<file path="src/rtl/melodik_wr_sequencer.sv">
`default_nettype none
// melodik_wr_sequencer: buffers Ondra parallel-port writes and replays them to the SN76489
// with a fixed wr_n low width and inter-write gap counted in psg_ce ticks.  Rev 1.0
module melodik_wr_sequencer #(
   parameter int DEPTH        = 4,
   parameter int WR_LOW_TICKS = 32,
   parameter int GAP_TICKS    = 4
) (
   input  logic       clk_sys,
   input  logic       reset,
   input  logic       psg_ce,
   input  logic       stb_n,
   input  logic [7:0] data_in,
   output logic       psg_wr_n,
   output logic [7:0] psg_data,
   output logic       psg_clk_en,
   output logic       fifo_full,
   output logic       fifo_empty,
   output logic       overflow,
   output logic       busy
);
   localparam int AW        = (DEPTH > 1) ? $clog2(DEPTH) : 1;
   localparam int CW        = AW + 1;
   localparam int MAX_TICKS = (WR_LOW_TICKS > GAP_TICKS) ? WR_LOW_TICKS : GAP_TICKS;
   localparam int TW        = $clog2(MAX_TICKS + 1);

   localparam logic [CW-1:0] FULL_COUNT = CW'(DEPTH);
   localparam logic [TW-1:0] WR_LAST    = TW'(WR_LOW_TICKS - 1);
   localparam logic [TW-1:0] GAP_LAST   = TW'(GAP_TICKS - 1);

   typedef enum logic [1:0] {
      IDLE   = 2'd0,
      SETUP  = 2'd1,
      STROBE = 2'd2,
      GAP    = 2'd3
   } state_t;

   state_t        state;
   logic [7:0]    mem [DEPTH];
   logic [AW-1:0] wr_ptr;
   logic [AW-1:0] rd_ptr;
   logic [CW-1:0] count;
   logic [CW-1:0] count_next;
   logic [TW-1:0] tick;
   logic          stb_n_q;
   logic          avail_q;
   logic          push;
   logic          pop;
   logic          push_ok;

   // avail_q delays the non-empty flag so a freshly pushed byte is seen by IDLE one cycle later.
   assign push    = stb_n_q & ~stb_n;
   assign pop     = (state == IDLE) & avail_q & ~fifo_empty;
   assign push_ok = push & ((count != FULL_COUNT) | pop);

   always_comb begin
      count_next = count;
      case ({push_ok, pop})
         2'b10:   count_next = count + CW'(1);
         2'b01:   count_next = count - CW'(1);
         default: count_next = count;
      endcase
   end

   always_ff @(posedge clk_sys) begin
      if (!reset && push_ok) begin
         mem[wr_ptr] <= data_in;
      end
   end

   always_ff @(posedge clk_sys) begin
      if (reset) begin
         stb_n_q    <= 1'b1;
         avail_q    <= 1'b0;
         wr_ptr     <= '0;
         rd_ptr     <= '0;
         count      <= '0;
         fifo_full  <= 1'b0;
         fifo_empty <= 1'b1;
         overflow   <= 1'b0;
         psg_clk_en <= 1'b0;
      end else begin
         stb_n_q    <= stb_n;
         avail_q    <= ~fifo_empty;
         count      <= count_next;
         fifo_full  <= (count_next == FULL_COUNT);
         fifo_empty <= (count_next == '0);
         if (push_ok) begin
            wr_ptr     <= wr_ptr + AW'(1);
            psg_clk_en <= 1'b1;
         end
         if (push && !push_ok) begin
            overflow <= 1'b1;
         end
         if (pop) begin
            rd_ptr <= rd_ptr + AW'(1);
         end
      end
   end

   always_ff @(posedge clk_sys) begin
      if (reset) begin
         state    <= IDLE;
         psg_wr_n <= 1'b1;
         psg_data <= 8'h00;
         tick     <= '0;
         busy     <= 1'b0;
      end else begin
         case (state)
            IDLE: begin
               if (pop) begin
                  psg_data <= mem[rd_ptr];
                  state    <= SETUP;
                  busy     <= 1'b1;
               end
            end
            SETUP: begin
               state    <= STROBE;
               psg_wr_n <= 1'b0;
               tick     <= '0;
            end
            STROBE: begin
               if (psg_ce) begin
                  if (tick == WR_LAST) begin
                     psg_wr_n <= 1'b1;
                     tick     <= '0;
                     state    <= GAP;
                  end else begin
                     tick <= tick + TW'(1);
                  end
               end
            end
            GAP: begin
               if (psg_ce) begin
                  if (tick == GAP_LAST) begin
                     tick  <= '0;
                     state <= IDLE;
                     busy  <= 1'b0;
                  end else begin
                     tick <= tick + TW'(1);
                  end
               end
            end
            default: begin
               state    <= IDLE;
               psg_wr_n <= 1'b1;
               busy     <= 1'b0;
            end
         endcase
      end
   end
endmodule
`default_nettype wire

</file>
<file path="config.mk">
export PLATFORM = sky130hd
export DESIGN_NAME = melodik_wr_sequencer
export DESIGN_NICKNAME = d
export VERILOG_FILES = /design/src/rtl/melodik_wr_sequencer.sv
export SDC_FILE = /design/constraint.sdc
export NUM_CORES = 1
export LEC_CHECK = 0
export BUFFER_PORTS_ARGS = -buffer_cell sky130_fd_sc_hd__buf_2
export CORE_MARGIN = 4
export CORE_UTILIZATION = 52
export CTS_CLUSTER_DIAMETER = 30
export DETAILED_ROUTE_END_ITERATION = 10
export PLACE_DENSITY = 0.77
export SETUP_SLACK_MARGIN = 0.4
export SLEW_MARGIN = 20
export SYNTH_ARGS = -nofsm -noshare
export SYNTH_HDL_FRONTEND = slang
export SYNTH_SLANG_ARGS = --single-unit
</file>
<file path="constraint.sdc">
create_clock -name clk_sys -period 2.45 [get_ports clk_sys]
set_input_delay 0.245 -clock clk_sys [delete_from_list [all_inputs] [get_ports clk_sys]]
set_output_delay 0.245 -clock clk_sys [all_outputs]
set_load 0.005 [all_outputs]
</file>
==> After elaboration in Yosys (flattened, before gate mapping) <==
Memories as Yosys holds them, arrays and structs flattened. A register that Yosys moved wholly into a read port is not among the register bits.
Index checks and enable logic that the tools add are counted.
{ "classes": {"n_addsub": 5, "n_mul": 0, "div_mod_pow": 0, "magnitude_cmp": 0, "eq_ne": 14, "n_shift": 0, "muxes": 21, "bitwise_logic": 7, "n_reduce_logical": 14} }
{ "ops": {"columns": ["operator", "count"], "rows": [
  ["$mux 6", 4],
  ["$pmux 6 s3", 1],
  ["$mux 2", 5],
  ["$ne 2x2->1 const B", 5],
  ["$pmux 2 s4", 1],
  ["$mux 1", 7],
  ["$add 6x1->6 const B", 1],
  ["$eq 2x2->1 const B", 3],
  ["$eq 6x2->1 const B", 1],
  ["$eq 6x5->1 const B", 1],
  ["$pmux 3 s2", 1],
  ["$reduce_and 3->1", 2],
  ["$reduce_and 5->1", 1],
  ["$add 2x1->2 const B", 2],
  ["$and 1x1->1", 4],
  ["$eq 2x1->1 const B", 2],
  ["$pmux 1 s2", 2],
  ["$reduce_and 4->1", 1],
  ["$reduce_bool 2->1", 2],
  ["$add 3x1->3 const B", 1],
  ["$eq 3x3->1 const B", 1],
  ["$logic_not 3->1", 1],
  ["$ne 3x3->1 const B", 1],
  ["$reduce_bool 3->1", 1],
  ["7 further kinds", 10]
]} }
{ "word_totals": {"reg_bits": 23, "latchBits": 0, "ramBits": 32, "rom_bits": 0, "inputBits": 12, "output_inout_bits": 14, "wordCells": 75, "memories": 1} }
{ "mem_list": {"columns": ["name", "words", "width", "rd", "rd_clocked_by_memory_dff", "wr", "line", "text"], "rows": [
  ["mem", 4, 8, 1, 1, 1, "39", "logic [7:0] mem [DEPTH];"]
]} }

==> Logic depth before layout (Yosys ltp) <==
{ "logic_depth": {"depth_word": 8, "depth_mapped": 11, "depth_no_buf": 10} }

==> Least setup slack after synthesis <==
Ideal clock, no wire load.
{ "synth_timing": {"kind": "reg2reg", "start": "register state[0]", "end": "register fifo_empty", "setup_ps": 122, "t_arrival_ps": 2226, "t_required_ps": 2328, "path_slack_ps": 102, "path_stages_with_launch": 11, "path_buffers": 1, "period_less_slack_ps": 2348, "cell_sequence": "dfxtp_1 > inv_1 > ha_1 > nand3b_1 > buf_2 > nor2_1 > inv_1 > fa_1 > and3_4 > o21a_1 > o32a_1"} }
{ "synth_via": {"elab_chain_len": 8, "word_cells_on_any_way": 9, "cone_classes": "2 x eq/ne; 1 x mux; 4 x bitwise; 2 x reduce/logical"} }
{ "synth_rtl": {"columns": ["element", "line", "text"], "rows": [
  ["start, declared", "38", "state_t state;"],
  ["start signal, assigned", "103", "state <= IDLE;"],
  ["start signal, assigned", "113", "state <= SETUP;"],
  ["start signal, assigned", "118", "state <= STROBE;"],
  ["$logic_not 2->1 *", "53", "assign pop = (state == IDLE) & avail_q & ~fifo_empty;"],
  ["$and 1x1->1 * (2 in series)", "53", null],
  ["$or 1x1->1", "54", "assign push_ok = push & ((count != FULL_COUNT) | pop);"],
  ["$and 1x1->1", "54", null],
  ["$eq 2x1->1 or $eq 2x2->1 (tied branches)", "58", "case ({push_ok, pop})"],
  ["$pmux 3 s2 *", "58", null],
  ["$logic_not 3->1 *", "87", "fifo_empty <= (count_next == '0);"],
  ["end signal, assigned", "87", null],
  ["end, declared", "18", "output logic fifo_empty,"]
]} }
Every way passes the cells marked *; elsewhere a longest branch is shown, timed or not.
A chain may end at the register's enable or synchronous reset.

==> Final worst setup path <==
{ "layout_timing": {"start": "register state[1]", "end": "register fifo_empty"} }
Same word-level chain as after synthesis.

==> flow_summary.json <==
{
  "layout.cells.most_common_list": "sky130_fd_sc_hd__edfxtp_1, sky130_fd_sc_hd__dfxtp_1, sky130_fd_sc_hd__buf_2, sky130_fd_sc_hd__nand2_1, sky130_fd_sc_hd__nor2_1",
  "clkTransAtPathRegs_ns": 0.08,
  "diodes": 0,
  "postSynthCellCount": 223,
  "ys_dominant_reg_cell": "sky130_fd_sc_hd__edfxtp_1",
  "timing.critical_path.slowest_stage_cell": "sky130_fd_sc_hd__fa_2",
  "antenna_found_initial": 0,
  "min_period_over_period_pct": 86.1,
  "post_layout_nonfiller_instances": 335,
  "post-synth-top-area-fraction_pct": 35.7,
  "postSynthRegisterBits": 63,
  "synth.yosys.warnings": 0,
  "path_buf_inv": 2,
  "post_synth_num_cell_types": 41,
  "tritoncts": "done",
  "combinationalPowerShare_pct": 16.7,
  "timing.final.setup_violations": 0,
  "detail_route.vias_per_cell": 5.27,
  "area_growth_synth_to_finish_pct": 18.1,
  "setup_total_negative_slack_ns": 0,
  "number_of_nets_with_antenna_violations_after_detailed_routing": 0,
  "io_pins": 26,
  "route.final.wire_length_um": 4900,
  "die_height_um": 80.0,
  "first_global_vias": 1741,
  "worstSetupPathType": "flop to flop",
  "synth.avg_cell_area_sq_um": 12.1,
  "fin_ws_ns": 0.341,
  "grt_max_degree": 31,
  "max_fclk_ghz": 0.474,
  "register_share_of_total_power_pct": 50.2,
  "switching_share_pct": 28.1,
  "detail_route.iter0.violations": 177,
  "power_report.internal_total_mw": 1.74,
  "clock_path_buffers": 2,
  "max_slew.worst_pin.slew_ns": 0.647,
  "rsz0062_at_grt": "yes",
  "die_w_um": 80.0,
  "hpwlAfterDp_um": 3210,
  "end_kind": "flop",
  "total_switching_power_uw": 679,
  "max-vdd-ir-drop_v": 0.000494,
  "critical_path_peak_fanout": 3,
  "syn_area_sq_mm": 0.00269,
  "routed-via-count": 1767,
  "htree_num_levels": 3,
  "max-cap-violations": 0,
  "layout.cell_area.non_filler_sq_mm": 0.00318,
  "clock_tree.root_cell": "sky130_fd_sc_hd__clkbuf_8",
  "clkPwrFrac_pct": 33.2,
  "share_of_post_route_cells_with_drive_strength_above_1_pct": 30.2,
  "cp_cell_sequence": "inv_4 -> ha_4 -> nand3b_1 -> nor2_4 -> inv_2 -> fa_2 -> nand2_2 -> nor3_2 -> or3_1 -> o32a_1",
  "count_of_final_hold_check_violations": 0,
  "cp_top_family": "simple AND/OR/NAND/NOR gates",
  "mostFrequentLayoutCell": "sky130_fd_sc_hd__edfxtp_1",
  "final-max-slew-violation-count": 0,
  "crit_path_max_incr_delay_ns": 0.42,
  "worst_slew_margin_rel_pct": 56.8,
  "crit_required_ns": 2.67,
  "cts-buffers-inserted": 9,
  "dieArea_sq_mm": 0.00640,
  "insertion_delay_ns": 0.33,
  "cellLeakagePower_nw": 1.19,
  "drt_pass1_iterations": 4,
  "all_layer_global_routing_usage_pct": 17.7,
  "clock-skew-final_ns": 0.00897,
  "status": "complete, no violations",
  "port_buffers": 25,
  "gpl.final_weighted_congestion": 0.806,
  "clkSinkCount": 63,
  "placement.setup.worst_slack_ns": 0.292,
  "yosys-top-cells-area": "sky130_fd_sc_hd__edfxtp_1, sky130_fd_sc_hd__dfxtp_1, sky130_fd_sc_hd__mux4_2, sky130_fd_sc_hd__ha_1, sky130_fd_sc_hd__nand2_1",
  "final_critical_path_time_including_i_o_delays_and_setup_ns": 2.11,
  "crit_arrival_ns": 2.33,
  "core_region_area_sq_mm": 0.00488,
  "pwr_density_cell_mw_per_mm2": 761,
  "initial_core_util_pct": 55.2,
  "layout.nets": 286,
  "drt-wirelength-per-cell_um": 14.6,
  "post_cts_hold_buffer_count": 0,
  "postLayoutCoreUtil_pct": 65.2,
  "synth_enable_flop_cells": 32,
  "synth.yosys.seq_area_share_pct": 58.7,
  "grt_pass1_wl_um": 8380,
  "rows": 25,
  "grt-ovfl-total": 0,
  "syn-num-nets": 246,
  "timing.hold.worst.class": "input port to flop",
  "post-route-drc-count": 0,
  "synth_top_area_cell": "sky130_fd_sc_hd__edfxtp_1",
  "synth-async-reset-ratio_pct": 0,
  "placed_area_sq_mm": 0.00291,
  "start_kind": "flop",
  "post-place-cells": 310
}
## cell families (layout without fill, tap and decap cells)
logic type	after synthesis	count (layout)	share of synthesized area [%]
and+or+nand+nor	77	77	14.3
adders and majority gates	11	11	5.39
muxes	13	13	8.59
buffers and inverters	20	65	3.25
xor gates and xnor gates	8	8	2.60
DFF	63	63	58.7
AOI/OAI and AO/OA	31	31	7.20
## sequential cells by signal, indices dropped and copies added, names as in the netlist, 2 cells and up
name,count
count,3
rd_ptr,2
wr_ptr,2
psg_data,8
mem,32
tick,6
state,2
## power groups by stage
stage	sequential [mW]	combinational [mW]	clock, mW
2_1_floorplan	1.23	0.258	0
3_3_place_gp	1.24	0.331	0
3_5_place_dp	1.24	0.344	0
4_1_cts	1.21	0.389	0.819
5_1_grt	1.22	0.457	0.877
6_report	1.21	0.403	0.803
## timing repair
| item | in CTS | in global routing |
|---|---|---|
| resized for setup | 6 | 5 |
| cloned | 0 | 0 |
| setup buffers | 6 | 3 |
| pin swaps | 2 | 2 |
| endpoints found under the setup margin | 34 | 35 |
## synth_stat cells, drive strengths merged (4+ instances only)
| cell type | instances |
|---|---|
| edfxtp | 32 |
| dfxtp | 31 |
| a21oi | 13 |
| nor2 | 19 |
| inv | 11 |
| nand2b | 5 |
| nand2 | 20 |
| o21ai | 4 |
| mux4 | 8 |
| xor2 | 5 |
| buf | 7 |
| ha | 10 |
| nor3 | 8 |
| and2 | 5 |
| mux2i | 4 |
## per-layer routing
| layer | share of wire (%) | global-route usage, % |
|---|---|---|
| met5 | 0 | 0 |
| met4 | 1.7 | 11.1 |
| met3 | 5.6 | 4.06 |
| met2 | 49 | 27.6 |
| met1 | 44 | 22.1 |
## final cells by class
class | count | area, sq um
repair buffers | 38 | 223
clock buffers | 9 | 124
fillers | 378 | 1700
inverters | 11 | 46.3
clock inverters | 7 | 55.1
multi-input cells | 140 | 1060
flip-flops and latches | 63 | 1590
well taps | 67 | 83.8
## through the flow
step / power (mW) / hold slack, ns
after detailed placement: 1.58 / 0.447
final: 2.42 / 0.125
after floorplan: 1.48 / 0.344
after global routing: 2.56 / 0.112
after global placement: 1.57 / 0.442
after CTS: 2.42 / 0.113
## path summary, 6_finish.rpt
check | from | to | slack, ns | depth (start not counted)
worst min-delay path | data_in[0] | mem[2][0] | 0.13 | 1
worst max-delay path | state[1] | fifo_empty | 0.34 | 10
worst max register to register | state[1] | fifo_empty | 0.34 | 10
worst min register to register | psg_data[0] | psg_data[0] | 0.45 | 2
(Power assumes the default switching activity.)
